File: src/rtl/conv33_window_gen.sv
// conv33_window_gen: streaming 3x3 sliding-window generator.
// Two line buffers plus a column history feed one registered window stage.
module conv33_window_gen #(
    parameter int DATA_W = 6,
    parameter int IMG_W  = 8,
    parameter int IMG_H  = 8
) (
    input  logic              clk,
    input  logic              rst,
    input  logic [DATA_W-1:0] pix_in,
    input  logic              pix_valid,
    output logic              pix_ready,
    output logic [DATA_W-1:0] win_0,
    output logic [DATA_W-1:0] win_1,
    output logic [DATA_W-1:0] win_2,
    output logic [DATA_W-1:0] win_3,
    output logic [DATA_W-1:0] win_4,
    output logic [DATA_W-1:0] win_5,
    output logic [DATA_W-1:0] win_6,
    output logic [DATA_W-1:0] win_7,
    output logic [DATA_W-1:0] win_8,
    output logic              win_valid,
    input  logic              win_ready,
    output logic              frame_done
);

    localparam int CW = (IMG_W > 1) ? $clog2(IMG_W) : 1;
    localparam int RW = (IMG_H > 1) ? $clog2(IMG_H) : 1;

    localparam logic [CW-1:0] COL_LAST = CW'(IMG_W - 1);
    localparam logic [RW-1:0] ROW_LAST = RW'(IMG_H - 1);
    localparam logic [CW-1:0] COL_MIN  = CW'(2);
    localparam logic [RW-1:0] ROW_MIN  = RW'(2);

    // lb0 holds row r-2, lb1 holds row r-1 at each column.
    logic [DATA_W-1:0] lb0 [IMG_W];
    logic [DATA_W-1:0] lb1 [IMG_W];

    logic [CW-1:0] col_cnt;
    logic [RW-1:0] row_cnt;

    // hist[row][0] is column c-2, hist[row][1] is column c-1.
    // Together with the incoming column they form the window.
    logic [DATA_W-1:0] hist [3][2];

    logic [DATA_W-1:0] win_q  [9];
    logic [DATA_W-1:0] win_nx [9];

    logic              accept;
    logic              col_last;
    logic              row_last;
    logic              in_window;
    logic              emit;
    logic [DATA_W-1:0] lb0_rd;
    logic [DATA_W-1:0] lb1_rd;

    assign pix_ready = !win_valid || win_ready;
    assign accept    = pix_valid && pix_ready;

    assign col_last  = (col_cnt == COL_LAST);
    assign row_last  = (row_cnt == ROW_LAST);
    assign in_window = (row_cnt >= ROW_MIN) && (col_cnt >= COL_MIN);
    assign emit      = accept && in_window;

    assign lb0_rd = lb0[col_cnt];
    assign lb1_rd = lb1[col_cnt];

    // Assemble the window formed by the history and the incoming column.
    always_comb begin
        win_nx[0] = hist[0][0];
        win_nx[1] = hist[0][1];
        win_nx[2] = lb0_rd;
        win_nx[3] = hist[1][0];
        win_nx[4] = hist[1][1];
        win_nx[5] = lb1_rd;
        win_nx[6] = hist[2][0];
        win_nx[7] = hist[2][1];
        win_nx[8] = pix_in;
    end

    // Line buffers: read-before-write, lb1 entry ages into lb0.
    always_ff @(posedge clk) begin
        if (accept) begin
            lb0[col_cnt] <= lb1_rd;
            lb1[col_cnt] <= pix_in;
        end
    end

    // Raster position of the next pixel to be accepted.
    always_ff @(posedge clk or posedge rst) begin
        if (rst) begin
            col_cnt <= '0;
            row_cnt <= '0;
        end else if (accept) begin
            if (col_last) begin
                col_cnt <= '0;
                if (row_last) begin
                    row_cnt <= '0;
                end else begin
                    row_cnt <= row_cnt + 1'b1;
                end
            end else begin
                col_cnt <= col_cnt + 1'b1;
            end
        end
    end

    // Column history shifts left by one column per accepted pixel.
    always_ff @(posedge clk or posedge rst) begin
        if (rst) begin
            for (int r = 0; r < 3; r++) begin
                hist[r][0] <= '0;
                hist[r][1] <= '0;
            end
        end else if (accept) begin
            hist[0][0] <= hist[0][1];
            hist[1][0] <= hist[1][1];
            hist[2][0] <= hist[2][1];
            hist[0][1] <= lb0_rd;
            hist[1][1] <= lb1_rd;
            hist[2][1] <= pix_in;
        end
    end

    // Output stage: load on emit, hold under backpressure, drop on take.
    always_ff @(posedge clk or posedge rst) begin
        if (rst) begin
            for (int i = 0; i < 9; i++) begin
                win_q[i] <= '0;
            end
            win_valid <= 1'b0;
        end else if (emit) begin
            for (int i = 0; i < 9; i++) begin
                win_q[i] <= win_nx[i];
            end
            win_valid <= 1'b1;
        end else if (win_ready) begin
            win_valid <= 1'b0;
        end
    end

    // Frame-end pulse aligned with the last window's first valid cycle.
    always_ff @(posedge clk or posedge rst) begin
        if (rst) begin
            frame_done <= 1'b0;
        end else begin
            frame_done <= emit && row_last && col_last;
        end
    end

    assign win_0 = win_q[0];
    assign win_1 = win_q[1];
    assign win_2 = win_q[2];
    assign win_3 = win_q[3];
    assign win_4 = win_q[4];
    assign win_5 = win_q[5];
    assign win_6 = win_q[6];
    assign win_7 = win_q[7];
    assign win_8 = win_q[8];

endmodule
File: config.mk
export PLATFORM = sky130hd
export DESIGN_NAME = conv33_window_gen
export DESIGN_NICKNAME = d
export VERILOG_FILES = /design/src/rtl/conv33_window_gen.sv
export SDC_FILE = /design/constraint.sdc
export NUM_CORES = 1
export LEC_CHECK = 0
export CAP_MARGIN = 25
export CORE_UTILIZATION = 40
export DETAILED_ROUTE_END_ITERATION = 10
export DONT_BUFFER_PORTS = 1
export PLACE_DENSITY = 0.56
export REMOVE_ABC_BUFFERS = 1
export SLEW_MARGIN = 25
export SYNTH_ARGS = -nofsm -noshare
export SYNTH_HDL_FRONTEND = slang
export SYNTH_SLANG_ARGS = --single-unit
export TNS_END_PERCENT = 10
File: constraint.sdc
create_clock -name clk -period 3.4 [get_ports clk]
set_clock_uncertainty 0.1 [all_clocks]
set_input_delay 0.34 -clock clk [delete_from_list [all_inputs] [get_ports clk]]
set_output_delay 0.34 -clock clk [all_outputs]
set_load 0.01 [all_outputs]
=== After elaboration in Yosys (flattened, before gate mapping) ===
Memories as Yosys holds them, arrays and structs flattened.
Index checks and enable logic that the tools add are counted.

* Word-level logic and storage cells: 42
* Flip-flop bits (word level): 98
* Bits of input ports: 10
* Output and inout bits: 57
* RAM bits: 96
* Memories kept: 2

* Equal/unequal tests: 2
* Multiplexer cells: 6
* $add $sub $neg: 2
* Magnitude comparators: 2
* Reduce and logical (&&, ||, !) cells: 9

{| class="wikitable"
|+ Memories
! memory !! depth !! bits a word !! rd ports !! clocked after memory_dff !! write ports !! RTL line !! source
|-
| lb0 || 8 || 6 || 1 || 0 || 1 || 36 || <nowiki>logic [DATA_W-1:0] lb0 [IMG_W];</nowiki>
|-
| lb1 || 8 || 6 || 1 || 0 || 1 || 37 || <nowiki>logic [DATA_W-1:0] lb1 [IMG_W];</nowiki>
|}

{| class="wikitable"
|+ Operators with widths
! cell !! count
|-
| $add A3 B1 Y3 const B || 2
|-
| $eq A3 B3 Y1 const B || 2
|-
| $ge A3 B2 Y1 const B || 2
|-
| $mux W3 || 2
|-
| $logic_and A1 B1 Y1 || 5
|-
| $mux W1 || 4
|-
| $reduce_and A2 Y1 || 1
|-
| $reduce_bool A2 Y1 || 1
|-
| $logic_not A1 Y1 || 1
|-
| $logic_or A1 B1 Y1 || 1
|}

=== Logic depth before layout (Yosys ltp) ===
Gate-level depths: netlist (run 1).

* Depth after elaboration: 6
* Gate-level depth with buffers: 8
* Depth with buffers taken out: 6

=== Least setup slack after synthesis (run 1) ===
OpenSTA, ideal clock, no wires.

* Path kind: register -> register
* Start point: register win_valid
* End point: memory lb0[4][0], enable pin
* Data required time: 2.883 ns
* Arrival time: 2.419 ns
* Slack: 0.464 ns
* Period minus slack after synthesis: 2.936 ns
* Buffers on the path: 2
* Cell stages (with the launch flop): 6
* Library setup time: 0.417 ns
* Cells stage by stage: dfrtp_1 nand2b_1 buf_2 nand2_1 buf_2 nor4b_1

* Longest elaborated chain between the ends: 5

{| class="wikitable"
|+ Ends and longest elaborated chain
! element !! RTL line !! source
|-
| start, declared || 22 || <nowiki>output logic win_valid,</nowiki>
|-
| start signal, assigned || 131 || <nowiki>win_valid <= 1'b0;</nowiki>
|-
| start signal, assigned || 136 || <nowiki>win_valid <= 1'b1;</nowiki>
|-
| start signal, assigned || 138 || <nowiki>win_valid <= 1'b0;</nowiki>
|-
| $logic_not A1 Y1 || 57 || <nowiki>assign pix_ready = !win_valid || win_ready;</nowiki>
|-
| $logic_or A1 B1 Y1 || 57 ||
|-
| via pix_ready || 12 || <nowiki>output logic pix_ready,</nowiki>
|-
| $logic_and A1 B1 Y1 || 58 || <nowiki>assign accept = pix_valid && pix_ready;</nowiki>
|-
| $mux W1 || 83 || <nowiki>if (accept) begin</nowiki>
|-
| $mux W1 (implied by the code) || 84 || <nowiki>lb0[col_cnt] <= lb1_rd;</nowiki>
|-
| end, declared || 36 ||
|}

The timed path passes the listed nets, and every way through them passes these cells.

=== Worst setup path in the final report (run 1) ===
* Start point: register col_cnt[0]
* End point: memory lb0[7][1], data pin

* Longest elaborated chain between the ends: 1

{| class="wikitable"
|+ Ends and longest elaborated chain
! element !! RTL line !! source
|-
| start, declared || 39 || <nowiki>logic [CW-1:0] col_cnt;</nowiki>
|-
| start signal, assigned || 103 || <nowiki>col_cnt <= col_cnt + 1'b1;</nowiki>
|-
| $mem_v2 Z8 W6 || - ||
|-
| via lb1_rd[1] || 55 || <nowiki>logic [DATA_W-1:0] lb1_rd;</nowiki>
|}

The timed path passes the listed nets, and every way through them passes these cells.

==> run_results.csv, run 1 <==
group,metric,value,unit
outcome,status,"finished with violations",
outcome,violations,"DRC",
final_layout,fin_nets,456,
sta,slew_headroom,43.1,%
route,vias,3507,
critical_path,start_kind,"flop",
sta,rsz0062_at_grt,"no",
grt,grt_antenna_before_repair,0,
clocking,cts_num_sinks,194,
yosys,synthFlopType,"dfrtp_1",
route,drc,8,
clocking,postCtsSetupBuffers,0,
critical_path,worstPathArrival,2620,ps
sta,hold_violations,0,
pwr,leakagePower,3.26,nW
grt,grt_usage,14.5,%
grt,grt-ovfl-total,0,
critical_path,cp_max_fo,23,
sta,slew_viol_final,0,
floorplan,placementRows,49,
sta,min_period_over_period,76.0,%
clocking,h-tree-depth,4,
grt,grt_util_met2,23.1,%
place,portBuffers,0,
grt,grt_start_max_net_pins,75,
final_layout,multi_input_area,1930,µm²
critical_path,required,3440,ps
sta,worstMarginPinSlew,853,ps
final_layout,areaGrowthSynthToFinish,13.3,%
sta,final.setup.worst_slack,816,ps
grt,grt_pass1_vias,3692,
yosys,synthArstFlopShare,50.5,%
sta,hold_ws,131,ps
route,drtAntennaViolNets,0,
pwr,power,7.97,mW
final_layout,seq_area,5340,µm²
clocking,numCtsBuffers,17,
run,maxCapViolations,0,
floorplan,core,18100,µm²
sta,min_period,2580,ps
floorplan,start_util,41.0,%
yosys,syn_inst,420,
floorplan,die_h,138,µm
clocking,clk_latency,420,ps
yosys,synthesis.area,7420,µm²
clocking,cts_buffer_depth,2,
route,dr.first_iter.drc_count,207,
route,detail_route.wl_per_cell,18.8,µm
floorplan,dieArea,19100,µm²
yosys,synth_edf_count,96,
yosys,synthDistinctLibCells,32,
route,via_per_inst,5.13,
place,place.gp.congestion,0.727,
yosys,yosysSeqAreaShare,71.9,%
sta,fmax,387,MHz
floorplan,io_pins,67,
final_layout,fin_util,46.5,%
critical_path,cp-end-kind,"flop",
final_layout,drive_above_1_share,32.8,%
route,first_pass_iters,7,
worst_hold_path,hold_path.class,"primary input to flop",
final_layout,diodes,0,
critical_path,critical_path_class,"flop to flop",
pwr,irDropWorstVdd,0.536,mV
floorplan,die_w,138,µm
grt,grt_use_met1,18.5,%
yosys,ys_ff_latch,194,
grt,grt_busiest_layer,"met2",
sta,setup_violations,0,
clocking,cts_hold_buf,7,
final_layout,reg_top3,"lb0 (48), lb1 (48), hist (36)",
yosys,ys_warn_count,0,
place,dp_slack,733,ps
final_layout,nFillCells,1542,
grt,grt_pass1_wl,20800,µm
clocking,cts-root-buf,"clkbuf_16",
clocking,cts_tree,"built",
clocking,path_clk_slew,60,ps
route,drt_wl_total,12800,µm
clocking,ctsResizeCount,0,
pwr,power.density,948,nW/µm²
grt,met3_usage,4.30,%
place,dp_hpwl,7880,µm
critical_path,r2r_slack,820,ps
yosys,avgSynthCellArea,17.7,µm²
[path summary, 6_finish.rpt]
kind / from / depth (start not counted) / to
min reg2reg: hist[27] / 2 / hist[27]
max in group asynchronous: rst / 3 / hist[11]
min in group asynchronous: rst / 2 / win_1[0]
min: pix_valid / 2 / row_cnt[1]
max reg2reg: col_cnt[0] / 4 / lb0[7][1]
max: col_cnt[0] / 4 / lb0[7][1]
[cells by family (layout without fill, tap and decap cells)]
| logic type | after synthesis | count (layout) | synth area share [%] |
|---|---|---|---|
| multiplexers | 106 | 106 | 19.1 |
| AO/OA/AOI/OAI | 30 | 30 | 2.33 |
| AND/OR/NAND/NOR | 52 | 52 | 3.37 |
| buffers and inverters | 33 | 67 | 2.50 |
| adder cells (fa/ha/maj) | 5 | 5 | 0.843 |
| flip-flops | 194 | 194 | 71.9 |
[Yosys cell counts, drive strengths merged, types with 2 or more instances]
master / number / area [µm²]
mux4: 21 / 473
inv: 8 / 30.0
clkbuf: 4 / 16.3
nor3: 5 / 25.0
nor2: 3 / 11.3
mux2: 72 / 811
edfxtp: 96 / 2880
mux2i: 13 / 130
dfrtp: 98 / 2450
nand4b: 2 / 17.5
o21ai: 23 / 115
nand2b: 4 / 25.0
buf: 21 / 139
ha: 5 / 62.6
nand2: 28 / 105
a21o: 2 / 15.0
nand3: 4 / 20.0
[final cells by class]
type	instances	area share, %
Tap cell	229	3.41
Clock inverter	7	0.849
Multi-Input combinational cell	193	22.9
Sequential cell	194	63.5
Inverter	8	0.417
Timing Repair Buffer	27	2.62
Clock buffer	25	6.27
[cells in the final DEF, fill, tap and decap left out, types with 2 or more instances in the layout]
| cell | count |
|---|---|
| clkbuf_1 | 2 |
| nand4b_1 | 2 |
| inv_1 | 7 |
| clkinv_4 | 2 |
| mux2_2 | 72 |
| nand2b_1 | 4 |
| dfrtp_1 | 97 |
| o21ai_1 | 7 |
| dlygate4sd3_1 | 7 |
| edfxtp_1 | 96 |
| nand3_1 | 3 |
| clkbuf_8 | 5 |
| buf_4 | 20 |
| mux2i_1 | 13 |
| nand2_1 | 27 |
| o21ai_0 | 16 |
| nor2_1 | 3 |
| clkinv_2 | 2 |
| clkbuf_16 | 18 |
| ha_1 | 5 |
| a21o_1 | 2 |
| nor3_1 | 5 |
| mux4_2 | 21 |
[metrics by stage]
stage	instances	area [µm²]	TNS [ps]
after floorplan	395	7260	-7260
after global placement	644	7730	0
after detailed placement	644	7730	0
after CTS	683	8400	0
after global routing	683	8400	0
final	683	8400	0
[report_power, final]
| part | switching [mW] | internal [mW] | leakage, nW |
|---|---|---|---|
| Combinational | 1.00 | 1.01 | 0.908 |
| Sequential | 0.612 | 3.37 | 2.06 |
| Clock | 0.818 | 1.15 | 0.295 |
[layer usage]
metal / share of wire, % / up-vias
li1: - / 1615
met1: 45 / 1810
met2: 49 / 69
met3: 4.6 / 13
met4: 1.4 / 0
met5: 0 / -
[worst max-delay path, cell delays in order, from the launching register on]
cell and delay, ps:
dfrtp_2 790, buf_4 340, mux4_2 530, mux2i_1 330, inv_1 190
No activity file was read; power rests on OpenSTA's default activity.
==> run 2, diff against run 1 <==
--- a/config.mk
+++ b/config.mk
@@ -5,6 +5,7 @@
 export SDC_FILE = /design/constraint.sdc
 export NUM_CORES = 1
 export LEC_CHECK = 0
+export ABC_AREA = 1
 export CAP_MARGIN = 25
 export CORE_UTILIZATION = 40
 export DETAILED_ROUTE_END_ITERATION = 10
==> constraint.sdc (replaced) <==
create_clock -name clk -period 2.68 [get_ports clk]
set_clock_uncertainty 0.1 [all_clocks]
set_input_delay 0.268 -clock clk [delete_from_list [all_inputs] [get_ports clk]]
set_output_delay 0.268 -clock clk [all_outputs]
set_load 0.01 [all_outputs]
==> run_results.csv, run 2 <==
group,metric,value,unit
clocking,cts_buffer_depth,2,
clocking,path_clk_slew,70,ps
yosys,yosysTopAreaCell,"edfxtp_1",
pwr,power.density,1170,nW/µm²
critical_path,worstPathArrival,2290,ps
final_layout,nFillCells,1756,
critical_path,start_kind,"flop",
yosys,avgSynthCellArea,10.2,µm²
yosys,synth_commonest_cells,"nand2_1, dfrtp_1, edfxtp_1",
route,drtAntennaViolNets,0,
yosys,syn_inst,757,
yosys,ys_ff_latch,194,
pwr,power,10.3,mW
grt,grt_usage,16.8,%
critical_path,crit_start,"col_cnt[2]",
floorplan,start_util,41.2,%
grt,grt_start_max_net_pins,81,
final_layout,diodes,0,
critical_path,required,2860,ps
floorplan,dieArea,19900,µm²
critical_path,cp-end-kind,"flop",
route,dr.first_iter.drc_count,335,
critical_path,cp_cell_sequence,"nor2_4, inv_2, nand3_4, buf_4, o21ai_0",
sta,hold_violations,0,
final_layout,mostFrequentLayoutCell,"nand2_1",
yosys,yosysSeqAreaShare,68.8,%
floorplan,die_w,141,µm
sta,min_period_over_period,79.1,%
route,vias,4985,
critical_path,cp_num_cells,5,
critical_path,critical_path_class,"flop to flop",
yosys,yosys-top-cells-area,"edfxtp_1, dfrtp_1, nand2_1",
outcome,status,"complete, no violations",
floorplan,core,18800,µm²
floorplan,placementRows,50,
critical_path,critPathCapture,"win_4[0]",
sta,min_period,2120,ps
final_layout,reg_top3,"lb0 (48), lb1 (48), hist (36)",
worst_hold_path,hold_path.class,"primary input to flop",
final_layout,drive_above_1_share,9.44,%
route,detail_route.wl_per_cell,14.8,µm
pwr,irDropWorstVdd,0.529,mV
clocking,h-tree-depth,4,
pwr,leakagePower,3.99,nW
yosys,yosysMostFrequentCell,"nand2_1",
critical_path,crit_family,"buffers and inverters",
floorplan,io_pins,67,
route,drt_wl_total,15400,µm
sta,slew_viol_final,0,
critical_path,critPathBufInv,2,
grt,grt-ovfl-total,0,
critical_path,r2r_end,"win_4[0]",
final_layout,final_cell_mix,"nand2_1, dfrtp_1, edfxtp_1",
yosys,synthesis.area,7750,µm²
grt,grt_antenna_before_repair,0,
critical_path,rr_worst_depth,5,
grt,grt_pass1_vias,5043,
yosys,synthFlopType,"dfrtp_1",
clocking,numCtsBuffers,17,
sta,fmax,472,MHz
yosys,synth_edf_count,96,
place,portBuffers,0,
route,via_per_inst,4.77,
sta,slew_headroom,49.8,%
critical_path,r2r_slack,560,ps
critical_path,cp_slowest_stage_delay,610,ps
sta,setup_violations,0,
final_layout,fin_nets,786,
place,dp_hpwl,9730,µm
yosys,ys_warn_count,0,
sta,worstMarginPinSlew,752,ps
run,maxCapViolations,0,
yosys,synthDistinctLibCells,23,
grt,grt_pass1_wl,25600,µm
route,drc,0,
critical_path,reg2reg_from,"col_cnt[2]",
route,first_pass_iters,4,
clocking,postCtsSetupBuffers,0,
floorplan,die_h,141,µm
final_layout,areaGrowthSynthToFinish,13.8,%
clocking,cts-root-buf,"clkbuf_16",
clocking,clk_latency,420,ps
critical_path,cp_max_fo,80,
yosys,synthArstFlopShare,50.5,%
critical_path,cp_slowest_cell,"buf_4",
yosys,synth_top_area_share,37.2,%
clocking,cts_num_sinks,194,
sta,rsz0062_at_grt,"no",
place,place.gp.congestion,0.767,
sta,finalSetupTns,0,ps
clocking,cts_tree,"built",
-- run 2: worst min-delay path by stage --
stage,startpoint,end,cells past startpoint
floorplan,pix_in[0],lb1[0][0],0
global placement,rst,win_6[5],1
detailed placement,rst,win_7[5],1
CTS,pix_valid,lb0[6][4],2
global route,pix_valid,lb0[6][4],2
finish,pix_valid,lb0[6][4],2
-- run 2: metrics by stage --
step                area [µm²]  setup slack (ps)  instances  util [%]  hold WS (ps)
floorplan                 7520              -713        716         -           267
global placement          8120               663       1004      43.1           105
detailed placement        8120               510       1004      43.1           106
CTS                       8820               515       1044      46.8           224
global route              8820               323       1044      46.8           228
finish                    8820               561       1044      46.8           237
-- run 2: report_power, final --
part           internal, mW  total, mW  switching, mW
Clock                  1.55       2.61           1.06
Sequential             4.17       4.77          0.601
Combinational         0.864       2.92           2.05
Total                  6.59       10.3           3.72
-- run 2: area by class of cell --
class                   count  area [µm²]  share of cell area (%)
inverters                  38         149                    1.69
multi-input cells         484        2080                    23.6
flip-flops and latches    194        5340                    60.5
repair buffers             36         315                    3.58
clock inverters            15         190                    2.16
clock buffers              17         425                    4.82
well taps                 260         325                    3.69
-- run 2: cell families (layout without fill, tap and decap cells) --
logic type	after synthesis	count (layout)	share of synthesized area, %
fa+ha+maj	5	5	0.807
buf+inv	79	106	4.84
flops	194	194	68.8
compound gates	53	53	3.42
simple gates	426	426	22.1
-- run 2: timing repair --
item                                   in CTS  in global routing
endpoints found under the hold margin     101                  0
resized for setup                           0                  0
hold buffers                                8                  0
-- run 2: layer usage --
metal  up-vias  GRT usage [%]  routed length [µm]
met5         -              0                   0
met3        22           3.80                 823
met1      2369           21.2                6880
met4         0           6.75                 255
li1       2477              -                   -
met2       117           28.0                7490
